[src/rtl/core_wb_arbiter.sv]
// Round-robin arbiter that shares the regfile write port among NREQ writeback requesters.
// Latency: grant and forward tap in the same cycle; the regfile write lands 1 cycle later.
// Backpressure: ready is the combinational grant. It is forced low by i_wb_hold or rst, and ungranted requesters hold.
module core_wb_arbiter #(
  parameter int XLEN        = 32,
  parameter int RFIDX_WIDTH = 5,
  parameter int NREQ        = 3,
  parameter int CNT_WIDTH   = 16
) (
  input  logic                        clk,
  input  logic                        rst,
  input  logic [NREQ-1:0]             i_req_valid,
  output logic [NREQ-1:0]             o_req_ready,
  input  logic [NREQ*RFIDX_WIDTH-1:0] i_req_rd_idx,
  input  logic [NREQ*XLEN-1:0]        i_req_data,
  input  logic                        i_wb_hold,
  output logic                        o_rf_wen,
  output logic [RFIDX_WIDTH-1:0]      o_rf_idx,
  output logic [XLEN-1:0]             o_rf_dat,
  output logic                        o_fwd_valid,
  output logic [RFIDX_WIDTH-1:0]      o_fwd_idx,
  output logic [CNT_WIDTH-1:0]        o_wb_cnt
);

  localparam int PTR_W = (NREQ > 1) ? $clog2(NREQ) : 1;

  typedef struct packed {
    logic [RFIDX_WIDTH-1:0] idx;
    logic [XLEN-1:0]        dat;
  } wb_t;

  logic [PTR_W-1:0] ptr;
  logic [PTR_W-1:0] gnt_k;
  logic [NREQ-1:0]  grant;
  logic             found;
  logic             xfer;
  wb_t              sel;
  wb_t              wb_q;
  logic             wen_q;
  logic [CNT_WIDTH-1:0] cnt_q;

  // Search from ptr upward first, then wrap to the requesters below ptr.
  always_comb begin
    grant = '0;
    found = 1'b0;
    for (int k = 0; k < NREQ; k++) begin
      if (!found && k >= int'(ptr) && i_req_valid[k]) begin
        grant[k] = 1'b1;
        found    = 1'b1;
      end
    end
    for (int k = 0; k < NREQ; k++) begin
      if (!found && k < int'(ptr) && i_req_valid[k]) begin
        grant[k] = 1'b1;
        found    = 1'b1;
      end
    end
    if (rst || i_wb_hold) grant = '0;
  end

  always_comb begin
    gnt_k = '0;
    sel   = '0;
    for (int k = 0; k < NREQ; k++) begin
      if (grant[k]) begin
        gnt_k   = PTR_W'(k);
        sel.idx = i_req_rd_idx[k*RFIDX_WIDTH +: RFIDX_WIDTH];
        sel.dat = i_req_data[k*XLEN +: XLEN];
      end
    end
  end

  assign xfer        = |grant;
  assign o_req_ready = grant;
  assign o_fwd_valid = xfer && (sel.idx != '0);
  assign o_fwd_idx   = sel.idx;

  always_ff @(posedge clk) begin
    if (rst) begin
      ptr <= '0;
    end else if (xfer) begin
      ptr <= (gnt_k == PTR_W'(NREQ - 1)) ? '0 : gnt_k + PTR_W'(1);
    end
  end

  // x0 transfers complete the handshake but never raise the write enable or the count.
  always_ff @(posedge clk) begin
    if (rst) begin
      wen_q <= 1'b0;
      wb_q  <= '0;
      cnt_q <= '0;
    end else begin
      wen_q <= o_fwd_valid;
      if (xfer) wb_q <= sel;
      if (o_fwd_valid) cnt_q <= cnt_q + CNT_WIDTH'(1);
    end
  end

  assign o_rf_wen = wen_q;
  assign o_rf_idx = wb_q.idx;
  assign o_rf_dat = wb_q.dat;
  assign o_wb_cnt = cnt_q;

endmodule

[config.mk]
export PLATFORM = sky130hd
export DESIGN_NAME = core_wb_arbiter
export DESIGN_NICKNAME = d
export VERILOG_FILES = /design/src/rtl/core_wb_arbiter.sv
export SDC_FILE = /design/constraint.sdc
export NUM_CORES = 1
export LEC_CHECK = 0
export ABC_CLOCK_PERIOD_IN_PS = 4200
export CORE_ASPECT_RATIO = 0.75
export CORE_MARGIN = 1
export CORE_UTILIZATION = 30
export CTS_BUF_LIST = sky130_fd_sc_hd__clkbuf_4 sky130_fd_sc_hd__clkbuf_8
export DETAILED_ROUTE_END_ITERATION = 8
export GPL_TIMING_DRIVEN = 0
export HOLD_SLACK_MARGIN = 0.08
export PLACE_DENSITY = 0.62
export RECOVER_POWER = 50
export SLEW_MARGIN = 20
export SYNTH_ARGS = -nofsm -noshare
export SYNTH_HDL_FRONTEND = slang
export SYNTH_SLANG_ARGS = --single-unit
[constraint.sdc]
create_clock -name clk -period 4.2 [get_ports clk]
set_clock_uncertainty 0.2 [all_clocks]
set_input_delay 0.84 -clock clk [delete_from_list [all_inputs] [get_ports clk]]
set_output_delay 0.84 -clock clk [all_outputs]
set_load 0.005 [all_outputs]
==> impl_metrics.csv <==
group,metric,value,unit
die,pin_count,180,
grt,grt_use_total,0.2096,
clocking,cts_tree,"done",
die,initial_core_util,0.3123,
final_layout,final_nets,680,
final_layout,drive_above_1_share,0.09059,
sta,fmax,242.5,MHz
critical_path,critPathTopFamily,"buffers and inverters",
power_and_ir_drop,clkPwrFrac,0.261,
power_and_ir_drop,p_switching,0.3417,mW
drt,vias,3551,
clocking,root_buffer,"clkbuf_8",
clocking,htree_levels,2,
sta,slew_violations,0,
critical_path,crit_path_end_kind,"output port",
drt,drcViolationCount,0,
die,fp.dieW,118.2,microns
critical_path,cp.arrival,3.08,ns
critical_path,path_buf_inv,3,
synth,ys_warn_count,0,
drt,drtIter0Drc,305,
power_and_ir_drop,p_leak,2.002,nW
drt,avgRoutedWirePerCell,16.12,microns
synth,yosys.cell_types.count,46,
critical_path,crit_path_start_kind,"input port",
die,rows,31,
clocking,clockBufferDepth,2,
final_layout,n_antenna_cell,0,
sta,rsz0062_at_grt,"false",
critical_path,path_cells,"dlygate4sd2_1, nand3b_1, o211a_1, a222oi_1, o22a_2, buf_6, nand2_1, clkdlybuf4s50_1",
final_layout,area_delta_synth_final,70.33,%
job,drv_cap,0,
synth,synth_edf_count,0,
power_and_ir_drop,comb_power_share,0.275,
placement,pre_cts_ws,-0.6239,ns
final_layout,layout_commonest_cell,"clkdlybuf4s50_1",
drt,wirelength,11200,microns
grt,antenna_found_initial,0,
power_and_ir_drop,power.density,240.3,mW/mm^2
drt,final_antenna_net_count,0,
grt,grt_max_degree,17,
power_and_ir_drop,p_seq_frac,0.464,
final_layout,fillers,922,
final_layout,final_util,0.5319,
die,core-area,0.009736,sq mm
critical_path,critPathSlowestCell,"a222oi_1",
placement,dp.final_hpwl,8637,microns
synth,synth.avg_cell_area,8.240,sq um
synth,ys_async_sr_fraction,0,
synth,ys_top_cells_by_area,"dfxtp_1 37%, a211oi_1 7.9%, a22oi_1 7.9%",
final_layout,stdcell_count,695,
critical_path,max_stage_delay,0.46,ns
sta,setup_viol,0,
die,die_area,0.01055,sq mm
status,outcome,"finished, final reports clean",
clocking,insertion_delay,0.30,ns
sta,hold_ws,0.2587,ns
grt,grt_pass1_wl,17460,microns
clocking,clock-sinks,56,
critical_path,required,3.16,ns
clocking,clk_pin_slew,0.10,ns
sta,fin_crit,4.124,ns
clocking,numCtsBuffers,5,
power_and_ir_drop,ir_drop,122.0,uV
synth,synth_cells,369,
min_path,hp-class,"flop to flop",
grt,grt-ovfl-total,0,
placement,gp_congestion,0.8697,
sta,tightest_slew,0.5603,ns
power_and_ir_drop,p_int,0.9025,mW
grt,grt_pass1_vias,3338,
die,die_h,89.19,microns
power_and_ir_drop,p_sw_frac,0.2746,
sta,fin_ws,0.07620,ns
placement,portBuffers,179,
final_layout,mostFrequentLayoutCells,"122 x clkdlybuf4s50_1, 56 x nor2_1, 56 x dfxtp_1",
clocking,ctsHoldBuffers,0,
sta,period_share,0.9819,
synth,synth_area_leader_cell,"dfxtp_1",
drt,viasPerCell,5.109,
drt,dr.pass1.iters,6,
placement,dpl.cell_count,680,
synth,dominantRegCellSynth,"dfxtp_1",
synth,synth_top_area_frac,0.3687,
synth,synth.net_count,487,
synth,ys_seq_elements,56,
critical_path,path_max_fanout,10,
synth,yosysSeqAreaShare,0.3687,
power_and_ir_drop,fin_total_pwr,1.244,mW
sta,hold_viol_final,0,
synth,mappedNetlistArea,0.003040,sq mm
critical_path,worstSetupPathType,"input port to output port",
sta,timing.slew.headroom,0.6265,
cell usage after synthesis (7+ instances only):
| library cell | instances |
|---|---|
| nor2_1 | 57 |
| dfxtp_1 | 56 |
| o21ai_0 | 36 |
| a211oi_1 | 32 |
| a22oi_1 | 32 |
| clkbuf_1 | 23 |
| a21oi_1 | 15 |
| nand2_1 | 13 |
| nor2b_1 | 12 |
| nand3_1 | 8 |
| inv_1 | 7 |
through the flow:
| stage | TNS, ns | instance area, sq um |
|---|---|---|
| after global placement | -2.128 | 4997 |
| after CTS | 0 | 5171 |
| after detailed placement | -2.151 | 4997 |
| after floorplan | 0 | 3040 |
| after global routing | 0 | 5179 |
| final | 0 | 5179 |
routing by layer:
layer  up-vias  wire, microns  global-route usage
li1       1741              -                   -
met1      1653           5328              0.2873
met4         0             91             0.04429
met5         -              0                   0
met2       149           4860              0.3390
met3         8            921             0.04719
registers in the layout, indices dropped and copies added (netlist names):
signal,count
o_rf_wen,1
o_rf_dat,32
o_wb_cnt,16
ptr,2
o_rf_idx,5
worst register-to-register path, cell delays in order, from the launching register on:
cell,delay (ns)
dfxtp_1,0.50
nor2b_1,0.15
o31ai_4,0.41
nor2_4,0.11
buf_4,0.17
nor2_1,0.29
clkbuf_1,0.37
o21ai_0,0.17
a211oi_1,0.28
cells by family after synthesis:
kind of cell,count (synthesis),synth area share
AOI/OAI and AO/OA,145,0.3300
and+or+nand+nor,115,0.1803
DFF,56,0.3687
buffers and inverters,38,0.06050
muxes,14,0.05638
adders and majority gates,1,0.004115
cell type report:
class                           count  area (sq um)  area share
Timing Repair Buffer              187          1844      0.3561
Multi-Input combinational cell    275          1769      0.3416
Buffer                             30         155.1     0.02996
Sequential cell                    56          1121      0.2165
Tap cell                          132         165.2     0.03189
Clock buffer                        7         90.09     0.01740
Inverter                            7         26.28    0.005074
Clock inverter                      1         7.507    0.001450
timing repair:
item	CTS	global route
pin swaps	5	1
buffers inserted	8	0
resized for setup	9	3
setup endpoints to repair	5	1
gates cloned	0	0
power groups by stage:
stage / clock network (mW) / logic (mW) / registers [mW]
global route: 0.358 / 0.372 / 0.582
detailed placement: 0 / 0.344 / 0.591
global placement: 0 / 0.341 / 0.590
finish: 0.325 / 0.342 / 0.577
CTS: 0.338 / 0.352 / 0.579
floorplan: 0 / 0.123 / 0.592
worst paths after layout:
path / depth (start not counted) / slack [ns] / endpoint / start
worst min-delay path: 2 / 0.26 / o_rf_idx[0]$_SDFFE_PP0P_ / o_rf_idx[0]$_SDFFE_PP0P_
worst max-delay path: 8 / 0.08 / o_fwd_valid / i_req_valid[2]
worst max register to register: 8 / 1.47 / o_rf_dat[6]$_SDFFE_PP0P_ / ptr[0]$_SDFFE_PP0P_
worst min register to register: 2 / 0.26 / o_rf_idx[0]$_SDFFE_PP0P_ / o_rf_idx[0]$_SDFFE_PP0P_
Note: power is estimated with default switching activity, not from simulation.
==> variant (same flow settings) <==
Change the parameter `CNT_WIDTH` from 16 to 32.
--- a/src/rtl/core_wb_arbiter.sv
+++ b/src/rtl/core_wb_arbiter.sv
@@ -6,5 +6,5 @@
   parameter int RFIDX_WIDTH = 5,
   parameter int NREQ        = 3,
-  parameter int CNT_WIDTH   = 16
+  parameter int CNT_WIDTH   = 32
 ) (
   input  logic                        clk,
Interface: changed (resized o_wb_cnt); port bits go from 180 to 196. No check against the original RTL was run, so the function may have changed too.
==> variant against the original RTL <==
  * Sequential cell count is 16 higher
  * Fmax is 0.33% lower
  * Wire length is 26% higher
  * Critical path depth is 4 higher
  * Global-route usage is 0.98 points higher
  * Via count is 20% higher
  * Worst setup slack worse by 0.014 ns
  * Combinational power is 18% higher
  * Synthesized area is 23% higher
  * Total power is 43% higher
  * Design area is 22% higher
  * Register-to-register slack worse by 0.03 ns
  * Critical path type unchanged
  * Largest cell class unchanged
  * Highest routed layer unchanged
==> variant: results (changes against the original RTL) <==
Iter 0 DRT Violations - 200 (was 305)
gr usage total - 21.9% (was 21.0%)
Synth cell types - 47 (was 46)
layout cells sized above 1 - 9.62% (was 9.06%)
vias in the first global route - 4293 (was 3338)
CTS Buf Count - 9 (was 5)
Hold Crit Endpoint - o_rf_idx[4]$_SDFFE_PP0P_ (was o_rf_idx[0]$_SDFFE_PP0P_)
critical path startpoint - i_wb_hold (was i_req_valid[2])
syn nets - 560 (was 487)
Port Buf Inserts - 195 (was 179)
crit path max fanout - 7 (was 10)
sequential area share after synthesis - 38.4% (was 36.9%)
reg-to-reg setup timing slack - 1.44 ns (was 1.47 ns)
initial antenna violation count - 1 (was 0)
Via density - 5.16 (was 5.11)
WL/cell - 17.1 um (was 16.1 um)
clock-pin slew on the worst setup and hold paths - 0.08 ns (was 0.10 ns)
CP max stage delay - 0.52 ns (was 0.46 ns)
largest net degree at the start of global routing - 13 (was 17)
TritonRoute pass-1 iters - 4 (was 6)
Post-Place Setup Slack - -0.457 ns (was -0.624 ns)
routability congestion estimate - 0.852 (was 0.870)
worst reg2reg path depth - 9 (was 8)
area of placed instances - 5900 um^2 (was 5000 um^2)
crit path max-delay cell type - dlygate4sd2_1 (was a222oi_1)
status - complete, no violations (unchanged)
first-pass GRT wire length - 21.6 mm (was 17.5 mm)
Crit path arrival time - 3.10 ns (was 3.08 ns)
worst hold start - o_rf_idx[4]$_SDFFE_PP0P_ (was o_rf_idx[0]$_SDFFE_PP0P_)
final net count - 778 (was 680)
post-DP HPWL - 10.9 mm (was 8.64 mm)
MaxCap Viol Count - 0 (unchanged)
Hold Slack - 0.281 ns (was 0.259 ns)
H-tree depth - 3 (was 2)
clock latency on the worst-skew pair - 0.36 ns (was 0.30 ns)
maximum VDD drop - 0.126 mV (was 0.122 mV)
Leakage - 2.41 nW (was 2.00 nW)
end of the worst register-to-register path - o_wb_cnt[28]$_SDFFE_PP0P_ (was o_rf_dat[6]$_SDFFE_PP0P_)
largest cells by area after synthesis - dfxtp_1 (38%), a221oi_1 (7.5%), o21a_1 (6.6%) (was dfxtp_1 (37%), a211oi_1 (7.9%), a22oi_1 (7.9%))
Slew HR - 41.9% (was 62.6%)
synth cell count leaders - dfxtp_1 (72), nor2_1 (60), o21a_1 (33) (was nor2_1 (57), dfxtp_1 (56), o21ai_0 (36))
Max clock buf depth - 2 (unchanged)
[variant: cell types whose count changed in the layout (fill, tap and decap cells not counted), moves of 16 or more]
cell           delta
a211oi_1         -27
a221oi_1         +31
a22oi_1          -32
dfxtp_1          +16
dlygate4sd3_1    +16
nor3_1           +29
o21a_1           +32
o21ai_0          -30
xnor2_1          +19
[variant: repair_timing]
| item | 4_1_cts | 5_1_grt |
|---|---|---|
| pin swaps | 4 | 1 |
| endpoints found under the setup margin | 4 | 3 |
| setup buffers | 10 | 1 |
| gates resized for setup | 18 | 10 |
| gates cloned | 0 | 1 |
[variant: worst max-delay path by stage]
stage	endpoint	slack [ns]	depth (start not counted)
6_report	o_fwd_idx[0]	0.06	12
5_1_grt	o_fwd_idx[0]	-0.01	12
4_1_cts	o_fwd_idx[0]	0.001	12
3_5_place_dp	o_fwd_valid	-0.46	11
3_3_place_gp	o_fwd_valid	-0.43	11
2_1_floorplan	o_fwd_valid	0.91	9
[variant: report_power, final]
part	total (mW)	leakage [nW]	switching [mW]	internal [mW]
logic	0.403	1.71	0.169	0.234
clock network	0.639	0.119	0.273	0.366
registers	0.735	0.587	0.0197	0.716
total	1.78	2.41	0.462	1.32
[variant: logic make-up (layout without fill, tap and decap cells)]
group | count (synthesis) | in the layout | share of synthesized area (%)
multiplexers | 2 | 2 | 0.534
flip-flops | 72 | 72 | 38.4
XOR/XNOR | 19 | 19 | 4.44
AND/OR/NAND/NOR | 170 | 170 | 23.4
other | 0 | 1 | 0
buffers and inverters | 49 | 272 | 6.27
AO/OA/AOI/OAI | 129 | 129 | 26.6
adder cells (fa/ha/maj) | 1 | 1 | 0.334
[variant: metal layers]
metal | routed length, um | global-route usage, % | vias up
met1 | 6310 | 27.9 | 2037
li1 | - | - | 2077
met4 | 256 | 7.43 | 0
met2 | 6710 | 35.4 | 135
met3 | 861 | 6.35 | 20
met5 | 0 | 0 | -
[variant: area by class of cell]
class,count,area (um^2)
fill,1095,5570
multi-input combinational,321,2140
timing repair buffer,207,2030
sequential,72,1440
buffer,39,216
tap,162,203
clock buffer,11,151
clock inverter,5,78.8
inverter,10,37.5
antenna,1,2.50
[variant: worst max-delay path, delay by kind of cell]
kind                   cells  cell delay [ns]
buffers and inverters      9             1.89
AO/OA/AOI/OAI              2             0.27
AND/OR/NAND/NOR            1             0.11
[variant: stage by stage]
step,cells,util (%)
finish,828,53.1
global route,828,53.1
CTS,825,52.6
detailed placement,799,49.7
global placement,799,49.7
floorplan,442,-
